File: src/rtl/cnn_run_ctrl.sv
// cnn_run_ctrl: image load, core kick, score readback and argmax for the HLS CNN core
module cnn_run_ctrl #(
  parameter int IN_DEPTH  = 784,
  parameter int IN_AW     = 10,
  parameter int OUT_DEPTH = 10,
  parameter int OUT_AW    = 4,
  parameter int DW        = 16
) (
  input  logic              ap_clk,
  input  logic              ap_rst,
  input  logic              run_start,
  output logic              run_busy,
  output logic              run_done,
  input  logic              s_valid,
  input  logic [DW-1:0]     s_data,
  output logic              s_ready,
  output logic              core_start,
  input  logic              core_ready,
  input  logic              core_done,
  output logic              imem_ce,
  output logic              imem_we,
  output logic [IN_AW-1:0]  imem_addr,
  output logic [DW-1:0]     imem_d,
  output logic              omem_ce,
  output logic [OUT_AW-1:0] omem_addr,
  input  logic [DW-1:0]     omem_q,
  output logic              res_valid,
  output logic [DW-1:0]     res_data,
  output logic [OUT_AW-1:0] res_index,
  output logic              res_last,
  output logic [OUT_AW-1:0] class_idx,
  output logic [DW-1:0]     class_score
);
  typedef enum logic [2:0] {IDLE, LOAD, KICK, WAIT, READ, DONE} state_t;
  state_t r_state, w_next;
  logic [IN_AW-1:0]  r_load_cnt;
  logic [OUT_AW:0]   r_rd_cnt;
  logic [OUT_AW-1:0] w_prev, r_best_idx, w_best_idx;
  logic [DW-1:0]     r_best_score, w_best_score;
  logic              w_acc, w_last_word, w_take;
  // s_ready is gated by reset so a mid-run reset cannot sneak in one more write
  assign run_busy     = r_state != IDLE;
  assign run_done     = r_state == DONE;
  assign s_ready      = r_state == LOAD && !ap_rst;
  assign w_acc        = s_valid && s_ready;
  assign w_last_word  = w_acc && r_load_cnt == IN_AW'(IN_DEPTH - 1);
  assign imem_ce      = w_acc;
  assign imem_we      = w_acc;
  assign imem_addr    = w_acc ? r_load_cnt : '0;
  assign imem_d       = w_acc ? s_data : '0;
  assign core_start   = r_state == KICK;
  assign omem_ce      = r_state == READ && r_rd_cnt < (OUT_AW+1)'(OUT_DEPTH);
  assign omem_addr    = omem_ce ? r_rd_cnt[OUT_AW-1:0] : '0;
  assign w_prev       = OUT_AW'(r_rd_cnt - 1'b1);
  assign res_valid    = r_state == READ && r_rd_cnt != '0;
  assign res_data     = res_valid ? omem_q : '0;
  assign res_index    = res_valid ? w_prev : '0;
  assign res_last     = res_valid && r_rd_cnt == (OUT_AW+1)'(OUT_DEPTH);
  // first beat seeds the best; strict compare keeps the lowest index on ties
  assign w_take       = res_valid && (r_rd_cnt == (OUT_AW+1)'(1) || $signed(omem_q) > $signed(r_best_score));
  assign w_best_score = w_take ? omem_q : r_best_score;
  assign w_best_idx   = w_take ? w_prev : r_best_idx;
  always_ff @(posedge ap_clk) r_state <= ap_rst ? IDLE : w_next;
  always_comb begin
    w_next = r_state;
    case (r_state)
      IDLE:    w_next = run_start ? LOAD : IDLE;
      LOAD:    w_next = w_last_word ? KICK : LOAD;
      KICK:    w_next = !core_ready ? KICK : core_done ? READ : WAIT;
      WAIT:    w_next = core_done ? READ : WAIT;
      READ:    w_next = res_last ? DONE : READ;
      default: w_next = IDLE;
    endcase
  end
  always_ff @(posedge ap_clk) begin
    if (ap_rst) begin
      r_load_cnt   <= '0;
      r_rd_cnt     <= '0;
      r_best_score <= '0;
      r_best_idx   <= '0;
      class_idx    <= '0;
      class_score  <= '0;
    end else begin
      r_load_cnt   <= r_state == IDLE ? '0 : w_acc ? r_load_cnt + 1'b1 : r_load_cnt;
      r_rd_cnt     <= r_state == READ ? r_rd_cnt + 1'b1 : '0;
      r_best_score <= w_best_score;
      r_best_idx   <= w_best_idx;
      if (res_last) begin
        class_idx   <= w_best_idx;
        class_score <= w_best_score;
      end
    end
  end
endmodule

File: config.mk
export PLATFORM = sky130hd
export DESIGN_NAME = cnn_run_ctrl
export DESIGN_NICKNAME = d
export VERILOG_FILES = /design/src/rtl/cnn_run_ctrl.sv
export SDC_FILE = /design/constraint.sdc
export NUM_CORES = 1
export LEC_CHECK = 0
export CAP_MARGIN = 10
export CORE_MARGIN = 5
export CORE_UTILIZATION = 25
export CTS_CLUSTER_DIAMETER = 80
export CTS_CLUSTER_SIZE = 30
export DETAILED_ROUTE_END_ITERATION = 8
export GPL_TIMING_DRIVEN = 1
export SETUP_SLACK_MARGIN = 0.1
export SLEW_MARGIN = 20
export SYNTH_ARGS = -nofsm -noshare
export SYNTH_HDL_FRONTEND = slang
export SYNTH_SLANG_ARGS = --single-unit
File: constraint.sdc
create_clock -name ap_clk -period 3.45 [get_ports ap_clk]
set_input_delay 0.69 -clock ap_clk [delete_from_list [all_inputs] [get_ports ap_clk]]
set_output_delay 0.69 -clock ap_clk [all_outputs]
set_load 0.05 [all_outputs]
==> results of run 1 <==
## synthesized netlist by cell type (5+ instances only)
| library cell | instances |
|---|---|
| a21oi_1 | 25 |
| a31oi_1 | 18 |
| and2_1 | 19 |
| and3_1 | 31 |
| clkbuf_1 | 21 |
| dfxtp_1 | 58 |
| ha_1 | 22 |
| inv_1 | 25 |
| nand2_1 | 13 |
| nand3_1 | 28 |
| nand4_1 | 7 |
| nor2_1 | 28 |
| nor3_1 | 6 |
| o21ai_0 | 28 |
| o21ai_1 | 10 |
| o21ai_2 | 5 |
| xnor2_1 | 5 |
| xor2_1 | 9 |
## worst max-delay path by stage
| stage | start | end | slack (ns) |
|---|---|---|---|
| floorplan | r_state[2] | omem_addr[2] | 0.15 |
| global placement | omem_q[15] | class_score[0] | 0.17 |
| detailed placement | omem_q[15] | class_score[0] | 0.11 |
| CTS | r_state[2] | omem_addr[2] | 0.16 |
| global route | r_state[2] | res_index[2] | 0.13 |
| finish | r_state[2] | res_data[0] | 0.25 |
## metrics by stage
step	hold slack, ns	cells	setup WS, ns	total power, mW	utilization [%]
final	0.478	684	0.250	1.63	40.4
after global routing	0.512	684	0.131	1.70	40.4
after CTS	0.481	684	0.158	1.65	40.3
after detailed placement	0.474	668	0.106	0.852	38.2
after global placement	0.468	668	0.166	0.849	38.2
after floorplan	0.457	399	0.145	0.757	-
## metal layers
metal / share of wire [%] / wire length, um
met5: 0 / 0
met4: 0.35 / 34
met3: 4.8 / 467
met2: 49 / 4820
met1: 46 / 4450
## registers in the layout (all words and copies together) (netlist names)
register / flops
class_idx: 4
r_best_idx: 4
class_score: 16
r_state: 3
r_best_score: 16
r_rd_cnt: 5
r_load_cnt: 10
## what timing repair did
| action | CTS | global route |
|---|---|---|
| setup endpoints to repair | 0 | 4 |
| buffers inserted | 0 | 0 |
| hold buffers | 0 | 0 |
| resized for setup | 0 | 4 |
| hold endpoints to repair | 0 | 0 |
## cell families after synthesis
kind of cell	share of synthesized area, %
AO/OA/AOI/OAI	19.9
multiplexers	0.308
XOR/XNOR	3.78
flip-flops	35.8
AND/OR/NAND/NOR	24.0
adder cells (fa/ha/maj)	8.48
buffers and inverters	7.75
## critical path: stages, from the launching register on
cell and delay (ns):
dfxtp_1 0.47, or3b_1 0.50, a31o_4 0.29, nor2_1 0.12, clkdlybuf4s50_1 0.82
## power by group through the flow
stage / logic (mW) / clock network, mW / registers, mW
global route: 0.176 / 0.847 / 0.673
CTS: 0.165 / 0.814 / 0.673
detailed placement: 0.164 / 0 / 0.688
finish: 0.163 / 0.794 / 0.674
floorplan: 0.0699 / 0 / 0.687
global placement: 0.162 / 0 / 0.688
## area by class of cell
class                   instances  area (um^2)  share of cell area (%)
inverters                      25         93.8                    1.83
clock inverters                 7         46.3                   0.905
clock buffers                   9          225                    4.40
repair buffers                128         1540                    30.0
flip-flops and latches         58         1160                    22.7
well taps                     172          215                    4.21
multi-input cells             285         1840                    35.9
==> key figures, run 1 <==
Synthesis
  – Mapped cell area: between 0.003 and 0.004 mm^2
  – Yosys cell types: 43
  – Synth async-reset ratio: 0%
  – Syn Area/Cell: between 8 and 9 um^2
  – Cell taking the most area after synthesis: dfxtp_1
  – Ys Warns: 0
  – Post-synth top flop: dfxtp_1
  – Number of synthesized register bits: a little under 60
  – Area share of the largest cell type after synthesis: approximately 36%
  – Instance count of the mapped netlist: about 400
  – Number of synthesized flops with an enable pin: 0
  – Mapped Nets: ~460
  – Synth top area cells: dfxtp_1 (36%), ha_1 (8.5%), and3_1 (6.0%)
  – Register area share after synthesis: between 30% and 40%

Power and ir drop
  – Internal: 1.24 mW
  – Peak VDD IR: roughly 270 uV
  – Sequential power share: 41.3%
  – Clk pwr share: between 40% and 50%
  – Leak pwr: slightly above 2 nW
  – PD cells: approximately 320 mW/mm^2
  – Switching Fraction: 24.2%
  – Comb power frac: about a tenth
  – Psw: just under 400 uW

Floorplan
  – Initial Util: about a quarter
  – Core area: approximately 0.013 mm^2
  – DIE AREA: ~0.015 mm^2
  – Die width: 124 um
  – IO Pins: between 100 and 150
  – DIE HEIGHT: around 120 um
  – Row cnt: 41

Global routing
  – Met1 Resource Use GR: 16.3%
  – Total GRT Usage: roughly 13%
  – Initial antenna violation count: 0
  – Global-route wire length before repair: roughly 16000 um
  – Gr busiest metal: met2
  – Grt total ovfl: 0
  – Global Route met3 Usage: between 3 and 4%
  – Met2 Use GR: between 20% and 30%
  – Pin count of the biggest net entering global routing: 41
  – Vias in the first global route: between 3000 and 4000

STA
  – Final setup vio count: 0
  – Maximum clock rate: 313 MHz
  – Post-route clock period utilization: 92.7%
  – Slew HR: between 50% and 60%
  – Minimum clock period: between 3 and 4 ns
  – Final Max Slew Viols: 0
  – Final hold viol count: 0
  – Worst slew pin tran: 0.740 ns
  – TNS Setup: 0 ns
  – RSZ-0062 raised after global routing: no
  – Clock skew: approximately 0.0066 ns

Setup path
  – WS Path Type: reg -> out
  – Reg2reg setup slack: 0.76 ns
  – FF-to-FF path depth: 6
  – Startpoint Class: flop
  – RR Endpoint: class_score[0]
  – WP data required: roughly 2.8 ns
  – WP data arrival: roughly 2.5 ns
  – CP endpoint kind: output port
  – Reg2Reg Launch Point: r_state[2]
  – Max Fanout on Critical Path: 8

Status
  – Status: finished clean

Clock network
  – CTS Sinks: slightly below 60
  – TritonCTS Buffers: 9
  – Root Driver: clkbuf_16
  – Reg clk slew, reported paths: 0.05 ns
  – H-tree level count: 3
  – Clock latency on the worst-skew pair: about 0.32 ns
  – Bufs on Longest Clock Path: 2
  – CTS tree: done

Final layout
  – Fraction of layout cells with a size suffix above 1: between 10% and 20%
  – Area growth from synthesis to layout: 57.7%
  – Most frequent cells in the layout: clkdlybuf4s50_1 (67), dfxtp_1 (58), and3_1 (31), buf_12 (31)
  – Nets: ~570
  – ANT cells: 0
  – Post-route cell area: approximately 0.0051 mm^2
  – Most common cell after layout, fill and taps aside: clkdlybuf4s50_1
  – # fillers: approximately 1300

Job
  – Maxcap violations: 0

Place
  – Gpl congestion: 0.804
  – Placed inst area: 0.00484 mm^2
  – # port buffers: about 120
  – Detailed placer's ending HPWL: ~7500 um

Routing
  – Number of DRC markers in iteration 0: between 100 and 150
  – Total Wirelength: around 10000 um
  – Wirelength per Cell: between 10 and 15 um
  – Via density: 4.70
  – Routed Antenna Nets: 0
  – 1st-pass router iterations: 4
  – DR vias: between 3000 and 4000
  – DR DRC count: 0

Worst hold path
  – Hold EP: r_best_idx[0]
  – Min-Delay Path Class: reg -> reg
  – Hold depth: 2
  – Min-delay src: r_best_idx[0]
No activity file was read; power rests on OpenSTA's default activity.
==> inputs of run 2 (changes only) <==
--- a/config.mk
+++ b/config.mk
@@ -11,7 +11,9 @@
 export CTS_CLUSTER_DIAMETER = 80
 export CTS_CLUSTER_SIZE = 30
 export DETAILED_ROUTE_END_ITERATION = 8
+export DONT_BUFFER_PORTS = 1
 export GPL_TIMING_DRIVEN = 1
+export PLACE_DENSITY = 0.36
 export SETUP_SLACK_MARGIN = 0.1
 export SLEW_MARGIN = 20
 export SYNTH_ARGS = -nofsm -noshare
==> run 2 against run 1 <==
Compared with the run above: clock power up 14%; die area unchanged; sequential share of layout area is 7.2 points higher; routed wire length shrank 1.8%; fmax up 2.7%; critical path type unchanged; critical endpoint is now res_data[4]; final cell count down 14%.
==> key figures, run 2 (same netlist as run 1, synthesis figures left out) <==
Clock network
  – Reg clk slew, reported paths: 0.05 ns (about the same)
  – TritonCTS Buffers: 9 (unchanged)
  – CTS Sinks: 58 (unchanged)
  – Resized cells post-CTS: 0 (unchanged)
  – Bufs on Longest Clock Path: 2 (unchanged)
  – Root Driver: clkbuf_16
  – Number of post-CTS setup repair buffers: 0 (unchanged)
  – CTS tree: done
  – CTS Hold Bufs: 0 (unchanged)
  – H-tree level count: 3 (unchanged)
  – Clock latency on the worst-skew pair: 0.33 ns (about the same)

Global routing
  – Initial antenna violation count: 0 (unchanged)
  – Vias in the first global route: 2823 (-12%)
  – Grt total ovfl: 0 (unchanged)
  – Global-route wire length before repair: 14900 um (-6.0%)
  – Pin count of the biggest net entering global routing: 30 (-27%)
  – Total GRT Usage: 12.8% (about the same)

Setup path
  – WP data required: 2.76 ns (about the same)
  – Startpoint Class: flop
  – Crit path launch: r_state[2]
  – CP endpoint kind: output port
  – WP data arrival: 2.42 ns (-0.09 ns)
  – Max Fanout on Critical Path: 16 (+8)
  – FF-to-FF path depth: 9 (+3)
  – WS Path Type: reg -> out
  – Reg2Reg Launch Point: r_best_score[15]

Routing
  – DR vias: 2889 (-10%)
  – Wirelength per Cell: 16.3 um (+14%)
  – Routed Antenna Nets: 0 (unchanged)
  – Total Wirelength: 9600 um (-1.8%)
  – Number of DRC markers in iteration 0: 146 (+35%)
  – 1st-pass router iterations: 4 (unchanged)
  – DR DRC count: 0 (unchanged)
  – Via density: 4.90 (+4.1%)

Final layout
  – Final cell count without fillers: 590 (-14%)
  – Area growth from synthesis to layout: 19.9%
  – Fraction of layout cells with a size suffix above 1: 15.1% (-1.5 points)
  – # fillers: 1382 (+8.1%)
  – Most common cell after layout, fill and taps aside: dfxtp_1
  – Nets: 473 (-17%)
  – Post-route cell area: 0.00389 mm^2 (-24%)
  – Top flop regs: class_score (16), r_best_score (16), r_load_cnt (10)
  – Storage cell area: 0.00116 mm^2 (unchanged)
  – Area of the multi-input gates: 0.00186 mm^2 (+1.2%)
  – ANT cells: 0 (unchanged)
  – Most frequent cells in the layout: dfxtp_1 (58), buf_4 (33), and3_1 (31)

Worst hold path
  – Hold depth: 1 (-1)
  – Min-delay src: ap_rst
  – Min-Delay Path Class: in -> reg

Floorplan
  – DIE AREA: 0.0154 mm^2 (unchanged)
  – IO Pins: 117 (unchanged)
  – Core area: 0.0127 mm^2 (unchanged)
  – Row cnt: 41 (unchanged)
  – DIE HEIGHT: 124 um (unchanged)
  – Initial Util: 25.6% (unchanged)
  – Die width: 124 um (unchanged)

STA
  – Final WS setup: 0.335 ns (+0.0851 ns)
  – Clock skew: 0.00568 ns (-0.000935 ns)
  – Maximum clock rate: 321 MHz (+2.7%)
  – Final hold viol count: 0 (unchanged)
  – TNS Setup: 0 ns (unchanged)
  – Final Max Slew Viols: 0 (unchanged)
  – Hold_ws: 0.428 ns (-0.0496 ns)
  – Minimum clock period: 3.11 ns (-0.0851 ns)
  – Slew HR: 40.8% (-9.8 points)
  – Final setup vio count: 0 (unchanged)
  – Post-route clock period utilization: 90.3% (-2.5 points)
  – RSZ-0062 raised after global routing: no
  – Worst slew pin tran: 0.884 ns (+0.144 ns)

Place
  – Detailed placer's ending HPWL: 6850 um (-8.2%)
  – Placed inst area: 0.00359 mm^2 (-26%)
  – # port buffers: 0 (-100%)
  – Gpl congestion: 0.779 (-3.0%)
  – Minimum setup slack after placement: 0.413 ns (+0.307 ns)
  – Placed cells: 574 (-14%)

Power and ir drop
  – Leak pwr: 1.54 nW (-25%)
  – Peak VDD IR: 255 uV (-6.1%)
  – PD cells: 425 mW/mm^2 (+33%)

Job
  – Maxcap violations: 0 (unchanged)

Status
  – Status: finished clean
## run 2: worst paths after layout
| path | end | slack (ns) |
|---|---|---|
| max | res_data[4] | 0.34 |
| min | r_state[0] | 0.43 |
| max reg2reg | class_score[11] | 0.73 |
| min reg2reg | r_best_idx[0] | 0.47 |
## run 2: layer usage
metal | share of wire (%) | track usage, % | vias up
met2 | 48 | 20.8 | 85
met1 | 43 | 15.0 | 1352
met3 | 7.6 | 5.40 | 6
li1 | - | - | 1446
met5 | 0 | 0 | -
met4 | 1.3 | 4.86 | 0
## run 2: critical path, cell delays in order (launching register included)
cell	delay, ns
dfxtp_1	0.49
or3b_1	0.53
a31o_4	0.30
inv_1	0.39
and2_1	0.20
buf_4	0.19
## run 2: power by group
part,switching [mW],internal (mW),total (mW)
logic,0.0543,0.0223,0.0766
registers,0.00249,0.672,0.674
clock network,0.305,0.597,0.902
## run 2: stage by stage
step	utilization, %	power [mW]
after floorplan	-	0.757
after global placement	28.3	0.766
after detailed placement	28.3	0.765
after CTS	30.7	1.69
after global routing	30.7	1.73
final	30.7	1.65
## run 2: cell type report
class / count / share of cell area, %
Tap cell: 172 / 5.53
Multi-Input combinational cell: 285 / 47.9
Timing Repair Buffer: 34 / 6.66
Clock inverter: 2 / 0.901
Inverter: 25 / 2.41
Clock buffer: 14 / 6.79
Sequential cell: 58 / 29.8
==> inputs of run 3 (changes only) <==
--- a/config.mk
+++ b/config.mk
@@ -6,7 +6,7 @@
 export NUM_CORES = 1
 export LEC_CHECK = 0
 export CAP_MARGIN = 10
-export CORE_MARGIN = 5
+export CORE_MARGIN = 4
 export CORE_UTILIZATION = 25
 export CTS_CLUSTER_DIAMETER = 80
 export CTS_CLUSTER_SIZE = 30
@@ -19,3 +19,4 @@
 export SYNTH_ARGS = -nofsm -noshare
 export SYNTH_HDL_FRONTEND = slang
 export SYNTH_SLANG_ARGS = --single-unit
+export TNS_END_PERCENT = 30
==> run 3 against run 2 <==
Compared with the run above: sequential share of layout area down 0.29 points; setup slack better by 0.015 ns; highest routed layer unchanged; sequential power about the same; final cell count down 0.34%; via count down 1.1%; total power up 9.2%; clock-buffer cell count down 3; design area up 1.0%; hold slack better by 0.0039 ns.
==> key figures, run 3 (same netlist as run 1, synthesis figures left out) <==
STA
  – Final WS setup: 0.350 ns (+0.0149 ns)
  – Maximum clock rate: 323 MHz (+0.48%)
  – Worst slew pin tran: 0.879 ns (-0.00462 ns)
  – Slew HR: 41.2% (+0.31 points)
  – Post-route clock period utilization: 89.8% (-0.43 points)
  – TNS Setup: 0 ns (unchanged)
  – Clock skew: 0.00739 ns (+0.00171 ns)
  – Hold_ws: 0.432 ns (+0.00390 ns)
  – Final setup vio count: 0 (unchanged)
  – Final hold viol count: 0 (unchanged)
  – Minimum clock period: 3.10 ns (-0.0149 ns)
  – RSZ-0062 raised after global routing: no
  – Final Max Slew Viols: 0 (unchanged)

Global routing
  – Initial antenna violation count: 0 (unchanged)
  – Pin count of the biggest net entering global routing: 30 (unchanged)
  – Global-route wire length before repair: 15000 um (+0.60%)
  – Grt total ovfl: 0 (unchanged)
  – Vias in the first global route: 2804 (-0.67%)
  – Total GRT Usage: 12.9% (+0.10 points)

Power and ir drop
  – Peak VDD IR: 203 uV (-20%)
  – PD cells: 460 mW/mm^2 (+8.2%)
  – Leak pwr: 1.56 nW (+1.2%)

Routing
  – Via density: 4.86 (-0.81%)
  – Wirelength per Cell: 16.1 um (-1.1%)
  – DR vias: 2856 (-1.1%)
  – 1st-pass router iterations: 5 (+1)
  – Total Wirelength: 9460 um (-1.4%)
  – Metal3 WL: 528 um (-27%)
  – Number of DRC markers in iteration 0: 94 (-36%)
  – Met1 WL: 4230 um (+2.9%)
  – DR DRC count: 0 (unchanged)
  – Routed Antenna Nets: 0 (unchanged)
  – Met2 routed WL: 4610 um (-0.41%)
  – Top Layer Used: met4

Status
  – Status: finished clean

Setup path
  – Startpoint Class: flop
  – CP endpoint kind: output port
  – WP data required: 2.76 ns (about the same)
  – Max Fanout on Critical Path: 16 (unchanged)
  – WP data arrival: 2.41 ns (about the same)
  – WS Path Type: reg -> out

Place
  – Minimum setup slack after placement: 0.357 ns (-0.0564 ns)
  – Gpl congestion: 0.774 (-0.69%)
  – # port buffers: 0 (unchanged)
  – Detailed placer's ending HPWL: 6680 um (-2.5%)
  – Placed cells: 572 (-0.35%)

Clock network
  – TritonCTS Buffers: 9 (unchanged)
  – H-tree level count: 3 (unchanged)
  – Clock latency on the worst-skew pair: 0.32 ns (about the same)
  – CTS tree: done
  – Bufs on Longest Clock Path: 2 (unchanged)
  – CTS Hold Bufs: 0 (unchanged)
  – Number of post-CTS setup repair buffers: 0 (unchanged)
  – Root Driver: clkbuf_16
  – Reg clk slew, reported paths: 0.06 ns (about the same)
  – CTS Sinks: 58 (unchanged)
  – Resized cells post-CTS: 0 (unchanged)

Final layout
  – ANT cells: 0 (unchanged)
  – Fraction of layout cells with a size suffix above 1: 15.4% (+0.31 points)
  – Top flop regs: class_score (16), r_best_score (16), r_load_cnt (10)
  – Final cell count without fillers: 588 (-0.34%)
  – Nets: 471 (-0.42%)
  – Most frequent cells in the layout: dfxtp_1 (58), and3_1 (31), buf_4 (31)
  – Most common cell after layout, fill and taps aside: dfxtp_1
  – Area growth from synthesis to layout: 21.0%
  – Post-layout util: 31.0% (+0.31 points)

Job
  – Maxcap violations: 0 (unchanged)

Floorplan
  – Row cnt: 41 (unchanged)
  – Core area: 0.0127 mm^2 (unchanged)
  – DIE AREA: 0.0149 mm^2 (-3.2%)
  – Die width: 122 um (-1.6%)
  – IO Pins: 117 (unchanged)
  – DIE HEIGHT: 122 um (-1.6%)
  – Initial Util: 25.6% (unchanged)

Worst hold path
  – Min-Delay Path Class: in -> reg
-- run 3: area by class of cell --
type                    instances  area, um^2
clock buffers                  11         253
well taps                     172         215
fillers                      1357        8740
repair buffers                 32         244
multi-input cells             285        1860
inverters                      25        93.8
flip-flops and latches         58        1160
clock inverters                 5         100
-- run 3: per-layer routing --
| metal | global-route usage (%) | vias up |
|---|---|---|
| met1 | 15.9 | 1332 |
| met4 | 4.20 | 0 |
| li1 | - | 1447 |
| met5 | 0 | - |
| met3 | 4.04 | 6 |
| met2 | 21.4 | 71 |
-- run 3: worst max-delay path, stage by stage, from the launching register on --
cell and delay, ns:
dfxtp_1 0.50, or3b_1 0.53, a31o_4 0.29, inv_1 0.37, and2_1 0.20, buf_4 0.19
-- run 3: power by group --
| group | internal [mW] | switching (mW) | leakage [nW] |
|---|---|---|---|
| sequential | 0.671 | 0.00243 | 0.467 |
| combinational | 0.0220 | 0.0542 | 0.915 |
| clock | 0.742 | 0.314 | 0.176 |
| total | 1.44 | 0.370 | 1.56 |
-- run 3: final timing paths --
| kind | start | to | slack [ns] | depth (start not counted) |
|---|---|---|---|---|
| worst max-delay path | r_state[2] | res_data[3] | 0.35 | 5 |
| worst min-delay path | ap_rst | r_state[0] | 0.43 | 1 |
| worst max register to register | r_state[2] | class_score[0] | 0.65 | 6 |
| worst min register to register | r_best_idx[1] | r_best_idx[1] | 0.47 | 2 |
-- run 3: per-stage QoR --
step	cell area (um^2)	total power, mW
CTS	3930	1.85
finish	3930	1.81
floorplan	3250	0.757
global placement	3580	0.765
detailed placement	3580	0.765
global route	3930	1.87
